===== config.mk =====
export PLATFORM = sky130hd
export DESIGN_NAME = data_mem_bridge
export DESIGN_NICKNAME = d
export VERILOG_FILES = /design/src/rtl/data_mem_bridge.sv
export SDC_FILE = /design/constraint.sdc
export NUM_CORES = 1
export LEC_CHECK = 0
export CAP_MARGIN = 20
export CORE_ASPECT_RATIO = 0.75
export CORE_MARGIN = 2
export CORE_UTILIZATION = 40
export CTS_BUF_LIST = sky130_fd_sc_hd__clkbuf_8
export DETAILED_ROUTE_END_ITERATION = 8
export PLACE_DENSITY_LB_ADDON = 0.25
export SETUP_SLACK_MARGIN = 0.4
export SYNTH_ARGS = -nofsm -noshare
export SYNTH_HDL_FRONTEND = slang
export SYNTH_SLANG_ARGS = --single-unit

===== constraint.sdc =====
create_clock -name clk -period 2.35 [get_ports clk]
set_input_delay 0.47 -clock clk [delete_from_list [all_inputs] [get_ports clk]]
set_output_delay 0.47 -clock clk [all_outputs]
set_load 0.02 [all_outputs]

===== src/rtl/data_mem_bridge.sv =====
// MEM-stage bridge between the pipeline data-memory port and an external
// request/ack memory bus, with timeout and misalignment detection.
module data_mem_bridge #(
  parameter int unsigned TIMEOUT = 16
) (
  input  logic        clk,
  input  logic        rst_n,
  input  logic        data_mem_read_enable,
  input  logic        data_mem_write_enable,
  input  logic [31:0] data_mem_read_addr,
  input  logic [31:0] data_mem_write_addr,
  input  logic [31:0] data_mem_write_data,
  output logic [31:0] data_mem_read_data,
  output logic        mem_stall,
  output logic        bus_req,
  output logic        bus_we,
  output logic [31:0] bus_addr,
  output logic [31:0] bus_wdata,
  input  logic        bus_ack,
  input  logic [31:0] bus_rdata,
  output logic        mem_err
);

  typedef enum logic [1:0] {
    IDLE = 2'd0,
    REQ  = 2'd1,
    DONE = 2'd2
  } state_t;

  state_t      state;
  logic [7:0]  cnt;
  logic [31:0] rdata_q;

  logic        is_wr;
  logic        is_rd;
  logic        access;
  logic        misaligned;
  logic [31:0] sel_addr;

  always_comb begin
    is_wr      = data_mem_write_enable;
    is_rd      = data_mem_read_enable & ~data_mem_write_enable;
    access     = is_wr | is_rd;
    sel_addr   = is_wr ? data_mem_write_addr : data_mem_read_addr;
    misaligned = |sel_addr[1:0];
  end

  // bus_req comes from state alone, so the bus never sees a path from pipeline inputs
  assign bus_req            = (state == REQ);
  assign mem_stall          = (state == REQ) | ((state == IDLE) & access);
  assign data_mem_read_data = rdata_q;

  always_ff @(posedge clk or negedge rst_n) begin
    if (!rst_n) begin
      state     <= IDLE;
      cnt       <= '0;
      bus_we    <= 1'b0;
      bus_addr  <= '0;
      bus_wdata <= '0;
      rdata_q   <= '0;
      mem_err   <= 1'b0;
    end else begin
      case (state)
        IDLE: begin
          if (access) begin
            if (misaligned) begin
              state   <= DONE;
              mem_err <= 1'b1;
              rdata_q <= '0;
            end else begin
              state     <= REQ;
              bus_addr  <= sel_addr;
              bus_we    <= is_wr;
              bus_wdata <= is_wr ? data_mem_write_data : '0;
              cnt       <= '0;
            end
          end
        end
        REQ: begin
          if (bus_ack) begin
            state <= DONE;
            if (!bus_we) rdata_q <= bus_rdata;
          end else if (cnt == 8'(TIMEOUT - 1)) begin
            state   <= DONE;
            mem_err <= 1'b1;
            if (!bus_we) rdata_q <= 32'hDEAD_BEEF;
          end else begin
            cnt <= cnt + 8'd1;
          end
        end
        DONE:    state <= IDLE;
        default: state <= IDLE;
      endcase
    end
  end

endmodule


=== Word-level counts from Yosys, hierarchy flattened ===
Index checks and enable logic that the tools add are counted.

* Register bits after elaboration: 108
* Latch bits: 0
* Memory bits (writable): 0
* ROM bits: 0
* Bits of input ports: 133
* Output and inout port bits: 100
* Logic and storage cells: 57
* Memories kept: 0

* $add $sub $neg: 1
* Multipliers: 0
* Divide/modulo/power cells: 0
* Magnitude comparators: 0
* Equality and inequality tests: 11
* Shifts and indexed selects: 0
* Muxes and demuxes: 24
* Bitwise gates (word level): 6
* Reductions and logical operators: 8

{| class="wikitable"
|+ Operator list
! cell !! count
|-
| $mux W32 || 8
|-
| $pmux W32 S2 || 1
|-
| $mux W8 || 4
|-
| $pmux W8 S2 || 1
|-
| $ne A2 B2 Y1 const B || 5
|-
| $reduce_and A5 Y1 || 2
|-
| $add A8 B1 Y8 const B || 1
|-
| $eq A8 B4 Y1 const B || 1
|-
| $mux W2 || 4
|-
| $ne A3 B3 Y1 const B || 2
|-
| $reduce_and A6 Y1 || 1
|-
| $mux W1 || 4
|-
| $pmux W2 S2 || 1
|-
| $ne A3 B1 Y1 const B || 1
|-
| $reduce_and A3 Y1 || 1
|-
| $and A1 B1 Y1 || 2
|-
| $eq A2 B1 Y1 const B || 1
|-
| $logic_not A2 Y1 || 1
|-
| $ne A2 B1 Y1 const B || 1
|-
| $not A1 Y1 || 2
|-
| $or A1 B1 Y1 || 2
|-
| $pmux W1 S2 || 1
|-
| $reduce_and A2 Y1 || 1
|-
| $reduce_bool A2 Y1 || 1
|-
| $reduce_or A2 Y1 || 1
|}

=== Logic depth before layout (Yosys ltp) ===
Gate-level depths: netlist of run 1.

* Word-level depth: 5
* Mapped depth: 7
* Depth with buffers taken out: 5

=== Worst setup path after synthesis of run 1 ===
OpenSTA, ideal clock, no wires.

* Path type: input to register
* Start point: in data_mem_write_enable
* End point: reg rdata_q[14], in the netlist data_mem_read_data[14]
* Arrival: 1853 ps
* Data required time: 2225 ps
* Slack: 372 ps
* Cell stages on the path: 6
* Path through: buf_2 > inv_2 > o31a_1 > a221oi_4 > buf_6 > mux2_4

* Cells in the longest elaborated chain, start to end: 5
* Elaborated cells on any way between the ends: 8

{| class="wikitable"
|+ RTL lines
! element !! RTL line !! text
|-
| start, declared || 9 || <nowiki>input logic data_mem_write_enable,</nowiki>
|-
| $not A1 Y1 || 42 || <nowiki>is_rd = data_mem_read_enable & ~data_mem_write_enable;</nowiki>
|-
| $and A1 B1 Y1 || 42 ||
|-
| $or A1 B1 Y1 || 43 || <nowiki>access = is_wr | is_rd;</nowiki>
|-
| $ne A2 B2 Y1 (no source line) || -- ||
|-
| $reduce_and A6 Y1 (no source line) * || -- ||
|-
| end signal, assigned || 82 || <nowiki>if (!bus_we) rdata_q <= bus_rdata;</nowiki>
|-
| end, declared || 32 || <nowiki>logic [31:0] rdata_q;</nowiki>
|}

Every way passes the cells marked *; elsewhere a longest branch is shown, timed or not.
A chain may end at the register's enable or synchronous reset.

=== Worst setup path after layout of run 1 ===
* Start point: reg cnt[5]
* End point: reg rdata_q[4], in the netlist data_mem_read_data[4]

* Cells in the longest elaborated chain, start to end: 3
* Elaborated cells on any way between the ends: 4

{| class="wikitable"
|+ RTL lines
! element !! RTL line !! text
|-
| start, declared || 31 || <nowiki>logic [7:0] cnt;</nowiki>
|-
| start signal, assigned || 88 || <nowiki>cnt <= cnt + 8'd1;</nowiki>
|-
| $eq A8 B4 Y1 * || 83 || <nowiki>end else if (cnt == 8'(TIMEOUT - 1)) begin</nowiki>
|-
| $ne A3 B1 Y1 (no source line) or $ne A3 B3 Y1 (tied branches) || -- ||
|-
| $reduce_and A6 Y1 (no source line) * || -- ||
|}

Marked as above.

==> flow_summary.toml, run 1 <==
[power]
power.switching_mw = 2.504
vdd_drop_max_v = 0.0005108
p_int_mw = 4.430
pwr-share-clk = 0.155
power_frac_seq = 0.393
p_total_mw = 6.934
comb_power_share = 0.452
leakagePower_nw = 3.455
powerDensity_mw_per_mm2 = 900.7
switching_share = 0.3611

[global_route]
grt_usage = 0.2059
grt_max_degree = 68
grt_pass1_wl_mm = 20.71
antenna_found_initial = 0
overflow = 0
first_global_vias = 4159

[yosys]
synth_fp_nets = 540
yosys_warnings = 0
synth_edf_count = 0
syn-cell-area_mm2 = 0.004725
synth-compound-area-share = 0.1610
synth_top_area_frac = 0.5720
synth_area_leaders = "dfrtp_1, mux2i_1, a22o_1"
synthXorXnorAreaFrac = 0.001854
synth_adder_area_share = 0.002648
synth-seq-cells = 108
synthArstFlopShare = 1.000
synth_top_family_by_area = "compound AO/OA/AOI/OAI gates"
synth_simple_gate_area_frac = 0.06833
muxShareOfSynthArea = 0.1449
ys_seq_area_frac = 0.5720
synth_top_area_cell = "dfrtp_1"
ys.flop_type = "dfrtp_1"
post_synth.cell_area_avg_um2 = 11.64
yosysUniqueCellTypes = 38
synth_cells = 406

[sta]
worst_slack_ns = 0.4283
worstMarginPinSlew_ns = 0.5003
fin_crit_ns = 1.922
maxSlewHeadroom = 0.6665
tns_ns = 0
min_period_over_period = 0.8177
hold-worst-slack_ns = 0.4728
grt_setup_unrepaired = "true"
fmaxAchievable_ghz = 0.5204
finalHoldViolCount = 0
slew_viol_final = 0
worst_clock_skew_ns = 0.01194
setup_viol = 0

[clock_tree]
htree_levels = 3
cts_tree = "yes"
cts_sinks = 108
clk_path_buf_depth = 2
root_buffer = "clkbuf_8"
clkLatencyLatePin_ns = 0.37
clkTransAtPathRegs_ns = 0.11
cts_made_buffers = 9

[layout]
drive_gt1_frac = 0.1152
layout_commonest_cell = "clkdlybuf4s50_1"
antenna-diode-count = 0
fillCellCount = 893
mostFrequentLayoutCells = "clkdlybuf4s50_1, dfrtp_1, o21ai_0"
fin_nets = 789
fin_area_mm2 = 0.007699
areaGrowthSynthToFinish_pct = 62.95

[setup_path]
crit_path_end_kind = "register"
crit_type = "reg -> reg"
r2r_cells = 5
reg2reg_to = "data_mem_read_data[4]"
start_kind = "register"
cp.arrival_ns = 2.19
r2r_start = "cnt[5]"
worst-endpoint-required_ns = 2.61
critical_path.max_fanout = 6
ff2ff_setup_slack_ns = 0.43

[routing]
ant_nets = 0
viasPerCell = 4.871
wl_mm = 13.22
drt_iter0_drc = 186
avgRoutedWirePerCell_um = 16.08
num_vias = 4004
route.detailed.drc = 0
drt-pass1-iter-count = 4

[min_path]
hold_end = "mem_err"
min_path_type = "reg -> reg"
min_path_cells = 1
worstHoldStart = "mem_err"

[floorplanning]
die_x_um = 129.5
core_mm2 = 0.01157
io_pins = 233
die_area_mm2 = 0.01271
chipHeight_um = 98.12
initial_core_util = 0.4083
rows = 34

[flow_run]
max_cap_violations = 0

[placed_design]
post_dp_cell_area_mm2 = 0.007296
io_buffers = 232
dp_hpwl_mm = 9.491
preCtsSetupSlack_ns = 0.04339
gp_congestion = 0.8085

[outcome]
status = "finished clean"
-- stage by stage --
| step | util | cells |
|---|---|---|
| 4_1_cts | 0.6573 | 816 |
| 3_5_place_dp | 0.6305 | 791 |
| 3_3_place_gp | 0.6305 | 791 |
| 5_1_grt | 0.6653 | 822 |
| 6_report | 0.6653 | 822 |
| 2_1_floorplan | - | 406 |
-- Yosys cell counts (2+ instances only) --
cell type  instances
and3_1            10
nand4_1            2
clkbuf_1          15
a22o_1            37
inv_1             27
o21ai_0           57
and2_1             6
mux2_4             6
a21oi_1            2
nand3_1            2
o22ai_1            2
buf_4              2
o211ai_1           2
nand2_1           32
dfrtp_1          108
mux2i_1           56
buf_2              9
mux2_2             3
nor2_1             6
a21o_1             2
nor3_1             3
-- layer usage --
metal / routed length, um / GRT usage / part of all wire / vias to the layer above
li1: - / - / - / 1923
met4: 204 / 0.05128 / 0.015 / 0
met1: 5555 / 0.2585 / 0.42 / 1898
met3: 1167 / 0.07014 / 0.088 / 22
met2: 6293 / 0.3433 / 0.48 / 161
met5: 0 / 0 / 0 / -
-- state kept, by name (all words and copies together), names as in the netlist --
signal              flops
bus_wdata              32
bus_we                  1
state                   2
data_mem_read_data     32
bus_addr               32
mem_err                 1
cnt                     8
-- worst max path at each step --
stage	startpoint	to
3_5_place_dp	data_mem_write_addr[0]	data_mem_read_data[8]
6_report	cnt[5]	data_mem_read_data[4]
5_1_grt	cnt[5]	data_mem_read_data[9]
2_1_floorplan	data_mem_write_enable	data_mem_read_data[14]
4_1_cts	data_mem_read_enable	mem_stall
3_3_place_gp	data_mem_write_addr[0]	data_mem_read_data[8]
-- power by group through the flow --
| stage | Sequential [mW] | Combinational [mW] | Clock (mW) |
|---|---|---|---|
| 3_5_place_dp | 2.76 | 3.06 | 0 |
| 4_1_cts | 2.73 | 3.13 | 1.12 |
| 5_1_grt | 2.80 | 3.34 | 1.19 |
| 6_report | 2.73 | 3.13 | 1.08 |
| 3_3_place_gp | 2.75 | 3.00 | 0 |
| 2_1_floorplan | 3.40 | 0.779 | 0 |
-- repair_timing --
action	in CTS	in global routing
gates cloned	1	0
pin swaps	2	5
endpoints found under the setup margin	34	37
gates resized for setup	13	13
hold buffers	1	0
hold endpoints to repair	6	0
setup buffers	7	6
-- kinds of logic (layout without fill, tap and decap cells) --
| logic type | count (synthesis) | in the layout |
|---|---|---|
| compound gates | 110 | 110 |
| flops | 108 | 108 |
| simple gates | 66 | 66 |
| mux | 65 | 65 |
| buf+inv | 55 | 309 |
| fa+ha+maj | 1 | 1 |
| xor+xnor | 1 | 1 |
-- critical path, cell delays in order, from the launching register on --
cell and delay [ns]:
dfrtp_2 0.47, nor4_4 0.38, a211oi_4 0.13, a221oi_4 0.33
buf_6 0.19, mux2_2 0.32
-- final cells by class --
| cell class | count | area, um^2 | area share |
|---|---|---|---|
| Sequential cell | 108 | 2708 | 0.3517 |
| Multi-Input combinational cell | 243 | 1837 | 0.2386 |
| Tap cell | 162 | 202.7 | 0.02633 |
| Clock buffer | 9 | 123.9 | 0.01609 |
| Inverter | 28 | 105.1 | 0.01365 |
| Timing Repair Buffer | 265 | 2663 | 0.3458 |
| Clock inverter | 7 | 60.06 | 0.007801 |
Power figures use the tool's default switching activity.
==> run 2, diff against run 1 <==
==> constraint.sdc (replaced) <==
create_clock -name clk -period 1.94 [get_ports clk]
set_input_delay 0.388 -clock clk [delete_from_list [all_inputs] [get_ports clk]]
set_output_delay 0.388 -clock clk [all_outputs]
set_load 0.02 [all_outputs]
==> flow_summary.toml, run 2 (synthesized netlist as in run 1, its figures left out) <==
[routing]
route.detailed.drc = 0
viasPerCell = 5.007
ant_nets = 0
drt_iter0_drc = 176
drt-pass1-iter-count = 6
num_vias = 4226
wl_mm = 14.32
avgRoutedWirePerCell_um = 16.97

[clock_tree]
cts_sinks = 108
clk_path_buf_depth = 2
htree_levels = 3
clkTransAtPathRegs_ns = 0.10
root_buffer = "clkbuf_8"
cts_tree = "yes"
clkLatencyLatePin_ns = 0.38
cts_made_buffers = 9

[floorplanning]
initial_core_util = 0.4083
die_area_mm2 = 0.01271
chipHeight_um = 98.12
core_mm2 = 0.01157
io_pins = 233
die_x_um = 129.5
rows = 34

[layout]
fin_area_mm2 = 0.007999
drive_gt1_frac = 0.1642
layout_commonest_cell = "clkdlybuf4s50_1"
areaGrowthSynthToFinish_pct = 69.31
fin_nets = 811
mostFrequentLayoutCells = "clkdlybuf4s50_1, dfrtp_1, dlygate4sd2_1"
antenna-diode-count = 0

[sta]
grt_setup_unrepaired = "true"
finalHoldViolCount = 0
worst_slack_ns = 0.04499
fin_crit_ns = 1.895
tns_ns = 0
setup_viol = 0
slew_viol_final = 0
worstMarginPinSlew_ns = 0.4986
worst_clock_skew_ns = 0.007869
maxSlewHeadroom = 0.6676
fmaxAchievable_ghz = 0.5277
min_period_over_period = 0.9768
hold-worst-slack_ns = 0.4630

[power]
vdd_drop_max_v = 0.0007421
power.switching_mw = 3.091
p_int_mw = 5.089
pwr-share-clk = 0.158
comb_power_share = 0.438
leakagePower_nw = 3.863
powerDensity_mw_per_mm2 = 1023
power_frac_seq = 0.403
switching_share = 0.3779

[setup_path]
cp.arrival_ns = 2.16
path_buf_inv = 2
critical_path.max_fanout = 12
path_cells = "buf_4, or4_4, o21ai_4, a221oi_4, buf_12, mux2_4"
worst-endpoint-required_ns = 2.21
critPathSlowestCell = "dfrtp_2"
start_kind = "register"
cp_top_family = "flip-flops"
crit_path_end_kind = "register"
cpPeakStageDelay_ns = 0.47
crit_type = "reg -> reg"

[global_route]
overflow = 0
first_global_vias = 4222
grt_usage = 0.2158
grt_max_degree = 39
grt_pass1_wl_mm = 21.36
antenna_found_initial = 0

[placed_design]
preCtsSetupSlack_ns = -0.2951
gp_congestion = 0.7652
post_dp_cell_area_mm2 = 0.007460
dp_hpwl_mm = 9.778
io_buffers = 232

[min_path]
min_path_type = "reg -> reg"

[flow_run]
max_cap_violations = 0

[outcome]
status = "finished clean"
## run 2: cell types whose count changed in the layout (fill, tap and decap cells not counted), sizes merged
cell           previous run  this run
clkinv                    2         4
buf                      35        53
dlygate4sd2               0        63
clkdlybuf4s50           225       125
clkdlybuf4s15             1        38
clkbuf                    9        15
inv                      31        30
clkinvlp                  2         1
dlymetal6s2s              3         0
o221ai                    1         2
## run 2: final cells by class
class,instances,area [um^2]
clock buffer,9,123.9
multi-input combinational,244,1958
clock inverter,7,61.31
sequential,108,2705
fill,869,3572
inverter,28,105.1
tap,162,202.7
timing repair buffer,286,2843
## run 2: timing repair
item | 4_1_cts | 5_1_grt
endpoints found under the hold margin | 33 | 0
cloned | 2 | 5
hold buffers | 1 | 0
pin swaps | 9 | 6
setup buffers | 13 | 7
resized for setup | 134 | 65
setup endpoints to repair | 206 | 103
## run 2: worst paths after layout
check | endpoint | from | cells after the start | slack, ns
hold reg to reg | mem_err | mem_err | 1 | 0.46
setup reg to reg | data_mem_read_data[24] | cnt[6] | 6 | 0.04
max in group asynchronous | data_mem_read_data[31] | rst_n | 3 | 0.87
setup / recovery | data_mem_read_data[24] | cnt[6] | 6 | 0.04
hold / removal | mem_err | mem_err | 1 | 0.46
min in group asynchronous | bus_wdata[1] | rst_n | 2 | 0.50
## run 2: routing by layer
metal | up-vias | track usage | part of all wire
li1 | 1983 | - | -
met1 | 2049 | 0.2673 | 0.42
met2 | 166 | 0.3632 | 0.49
met3 | 28 | 0.06959 | 0.075
met4 | 0 | 0.06203 | 0.017
met5 | - | 0 | 0
## run 2: power groups by stage
stage	Combinational (mW)	Sequential, mW	Clock (mW)
2_1_floorplan	0.956	4.12	0
3_3_place_gp	3.69	3.33	0
3_5_place_dp	3.77	3.34	0
4_1_cts	3.43	3.28	1.35
5_1_grt	3.83	3.39	1.44
6_report	3.59	3.30	1.30
## run 2: stage by stage
stage                     power, mW  utilization  instances
final                         8.181       0.6913        844
after global routing          8.660       0.6913        844
after CTS                     8.059       0.6699        832
after detailed placement      7.109       0.6447        800
after global placement        7.018       0.6447        800
after floorplan               5.073            -        406
## run 2: worst register-to-register path, stage by stage (launching register included)
cell,delay [ns]
dfrtp_2,0.47
buf_4,0.16
or4_4,0.43
o21ai_4,0.16
a221oi_4,0.09
buf_12,0.18
mux2_4,0.31
==> run 3, diff against run 2 <==
--- a/config.mk
+++ b/config.mk
@@ -11,8 +11,10 @@
 export CORE_UTILIZATION = 40
 export CTS_BUF_LIST = sky130_fd_sc_hd__clkbuf_8
 export DETAILED_ROUTE_END_ITERATION = 8
+export MAX_ROUTING_LAYER = met4
 export PLACE_DENSITY_LB_ADDON = 0.25
 export SETUP_SLACK_MARGIN = 0.4
 export SYNTH_ARGS = -nofsm -noshare
 export SYNTH_HDL_FRONTEND = slang
 export SYNTH_SLANG_ARGS = --single-unit
+export TNS_END_PERCENT = 30
==> flow_summary.toml, run 3 (synthesized netlist as in run 1, its figures left out) <==
[routing]
drt-pass1-iter-count = 5
num_vias = 4086
ant_nets = 0
viasPerCell = 4.888
wl_mm = 13.57
route.detailed.drc = 0
drt_iter0_drc = 154
avgRoutedWirePerCell_um = 16.24

[sta]
worstMarginPinSlew_ns = 0.5052
fmaxAchievable_ghz = 0.5191
finalHoldViolCount = 0
fin_crit_ns = 1.926
worst_slack_ns = 0.01367
tns_ns = 0
maxSlewHeadroom = 0.6632
slew_viol_final = 0
min_period_over_period = 0.9930
grt_setup_unrepaired = "true"
worst_clock_skew_ns = 0.006504
setup_viol = 0

[layout]
layout_commonest_cell = "clkdlybuf4s50_1"
fin_nets = 803
mostFrequentLayoutCells = "clkdlybuf4s50_1, dfrtp_1, dlygate4sd2_1"
drive_gt1_frac = 0.1588
fin_cells = 836
antenna-diode-count = 0
areaGrowthSynthToFinish_pct = 66.21
fillCellCount = 907

[global_route]
overflow = 0
grt_pass1_wl_mm = 21.28
antenna_found_initial = 0
grt_usage = 0.2200
grt_max_degree = 63
first_global_vias = 4232

[placed_design]
io_buffers = 232
gp_congestion = 0.7975
dp_hpwl_mm = 9.817
preCtsSetupSlack_ns = -0.3967
place_inst = 800

[floorplanning]
die_area_mm2 = 0.01271
die_x_um = 129.5
chipHeight_um = 98.12
rows = 34
initial_core_util = 0.4083
io_pins = 233
core_mm2 = 0.01157

[clock_tree]
cts_made_buffers = 9
clk_path_buf_depth = 2
cts_tree = "yes"
htree_levels = 3
cts_sinks = 108
clkTransAtPathRegs_ns = 0.10
clkLatencyLatePin_ns = 0.37
root_buffer = "clkbuf_8"

[power]
power.switching_mw = 3.046
p_int_mw = 5.040
leakagePower_nw = 3.815
switching_share = 0.3767
power_frac_seq = 0.407
comb_power_share = 0.433
pwr-share-clk = 0.160
powerDensity_mw_per_mm2 = 1030
vdd_drop_max_v = 0.0005546

[setup_path]
r2r_start = "cnt[1]"
crit_path_end_kind = "register"
cp.arrival_ns = 2.23
r2r_cells = 7
reg2reg_to = "cnt[5]"
critical_path.max_fanout = 8
crit_type = "reg -> reg"
start_kind = "register"
ff2ff_setup_slack_ns = 0.01
worst-endpoint-required_ns = 2.24

[flow_run]
max_cap_violations = 0

[outcome]
status = "finished clean"

[min_path]
min_path_type = "in -> async"
-- run 3: how the worst max path moves through the flow --
stage                      startpoint                      to  slack, ns
3_5_place_dp   data_mem_write_addr[0]  data_mem_read_data[23]      -0.40
6_report                       cnt[1]                  cnt[5]       0.01
5_1_grt                        cnt[6]  data_mem_read_data[31]      -0.06
2_1_floorplan                  cnt[4]  data_mem_read_data[14]       0.13
3_3_place_gp   data_mem_write_addr[0]  data_mem_read_data[26]      -0.27
4_1_cts                        cnt[6]  data_mem_read_data[23]      0.002
-- run 3: stage by stage --
stage               cell area (um^2)  hold WS (ns)  power [mW]  utilization
finish                          7853        0.4043       8.086       0.6786
detailed placement              7457        0.2753       7.109       0.6445
CTS                             7665        0.3855       8.029       0.6624
global placement                7457        0.2727       7.022       0.6445
floorplan                       4793       0.09241       5.070            -
global route                    7853        0.3913       8.593       0.6786
-- run 3: cell type report --
cell class,instances,area (um^2),share of cell area
clock buffer,9,123.9,0.01577
sequential,108,2706,0.3446
multi-input combinational,243,1937,0.2467
tap,162,202.7,0.02581
timing repair buffer,279,2715,0.3458
inverter,28,107.6,0.01370
clock inverter,7,60.06,0.007648
-- run 3: critical path: stages, from the launching register on --
cell and delay (ns):
dfrtp_1 0.40, ha_2 0.22, and3_4 0.17, a211oi_4 0.34, buf_4 0.18, buf_8 0.13, mux2_4 0.30, mux2i_1 0.13
-- run 3: power groups by stage --
| stage | clock network, mW | logic [mW] | registers [mW] |
|---|---|---|---|
| 5_1_grt | 1.44 | 3.76 | 3.40 |
| 3_5_place_dp | 0 | 3.77 | 3.33 |
| 2_1_floorplan | 0 | 0.954 | 4.12 |
| 6_report | 1.29 | 3.50 | 3.29 |
| 3_3_place_gp | 0 | 3.69 | 3.33 |
| 4_1_cts | 1.35 | 3.39 | 3.29 |
-- run 3: per-layer routing --
layer / GRT usage / wire length, um / vias to the layer above
met5: - / 0 / -
met3: 0.05699 / 976 / 14
met4: 0.05128 / 147 / 0
met1: 0.2667 / 5689 / 1951
li1: - / - / 1968
met2: 0.3704 / 6759 / 153
-- run 3: what timing repair did --
item / 4_1_cts / 5_1_grt
resized for setup: 131 / 53
buffers inserted: 7 / 11
pin swaps: 10 / 8
setup endpoints to repair: 206 / 137
hold buffers: 1 / 0
cloned: 0 / 1
hold endpoints to repair: 15 / 0
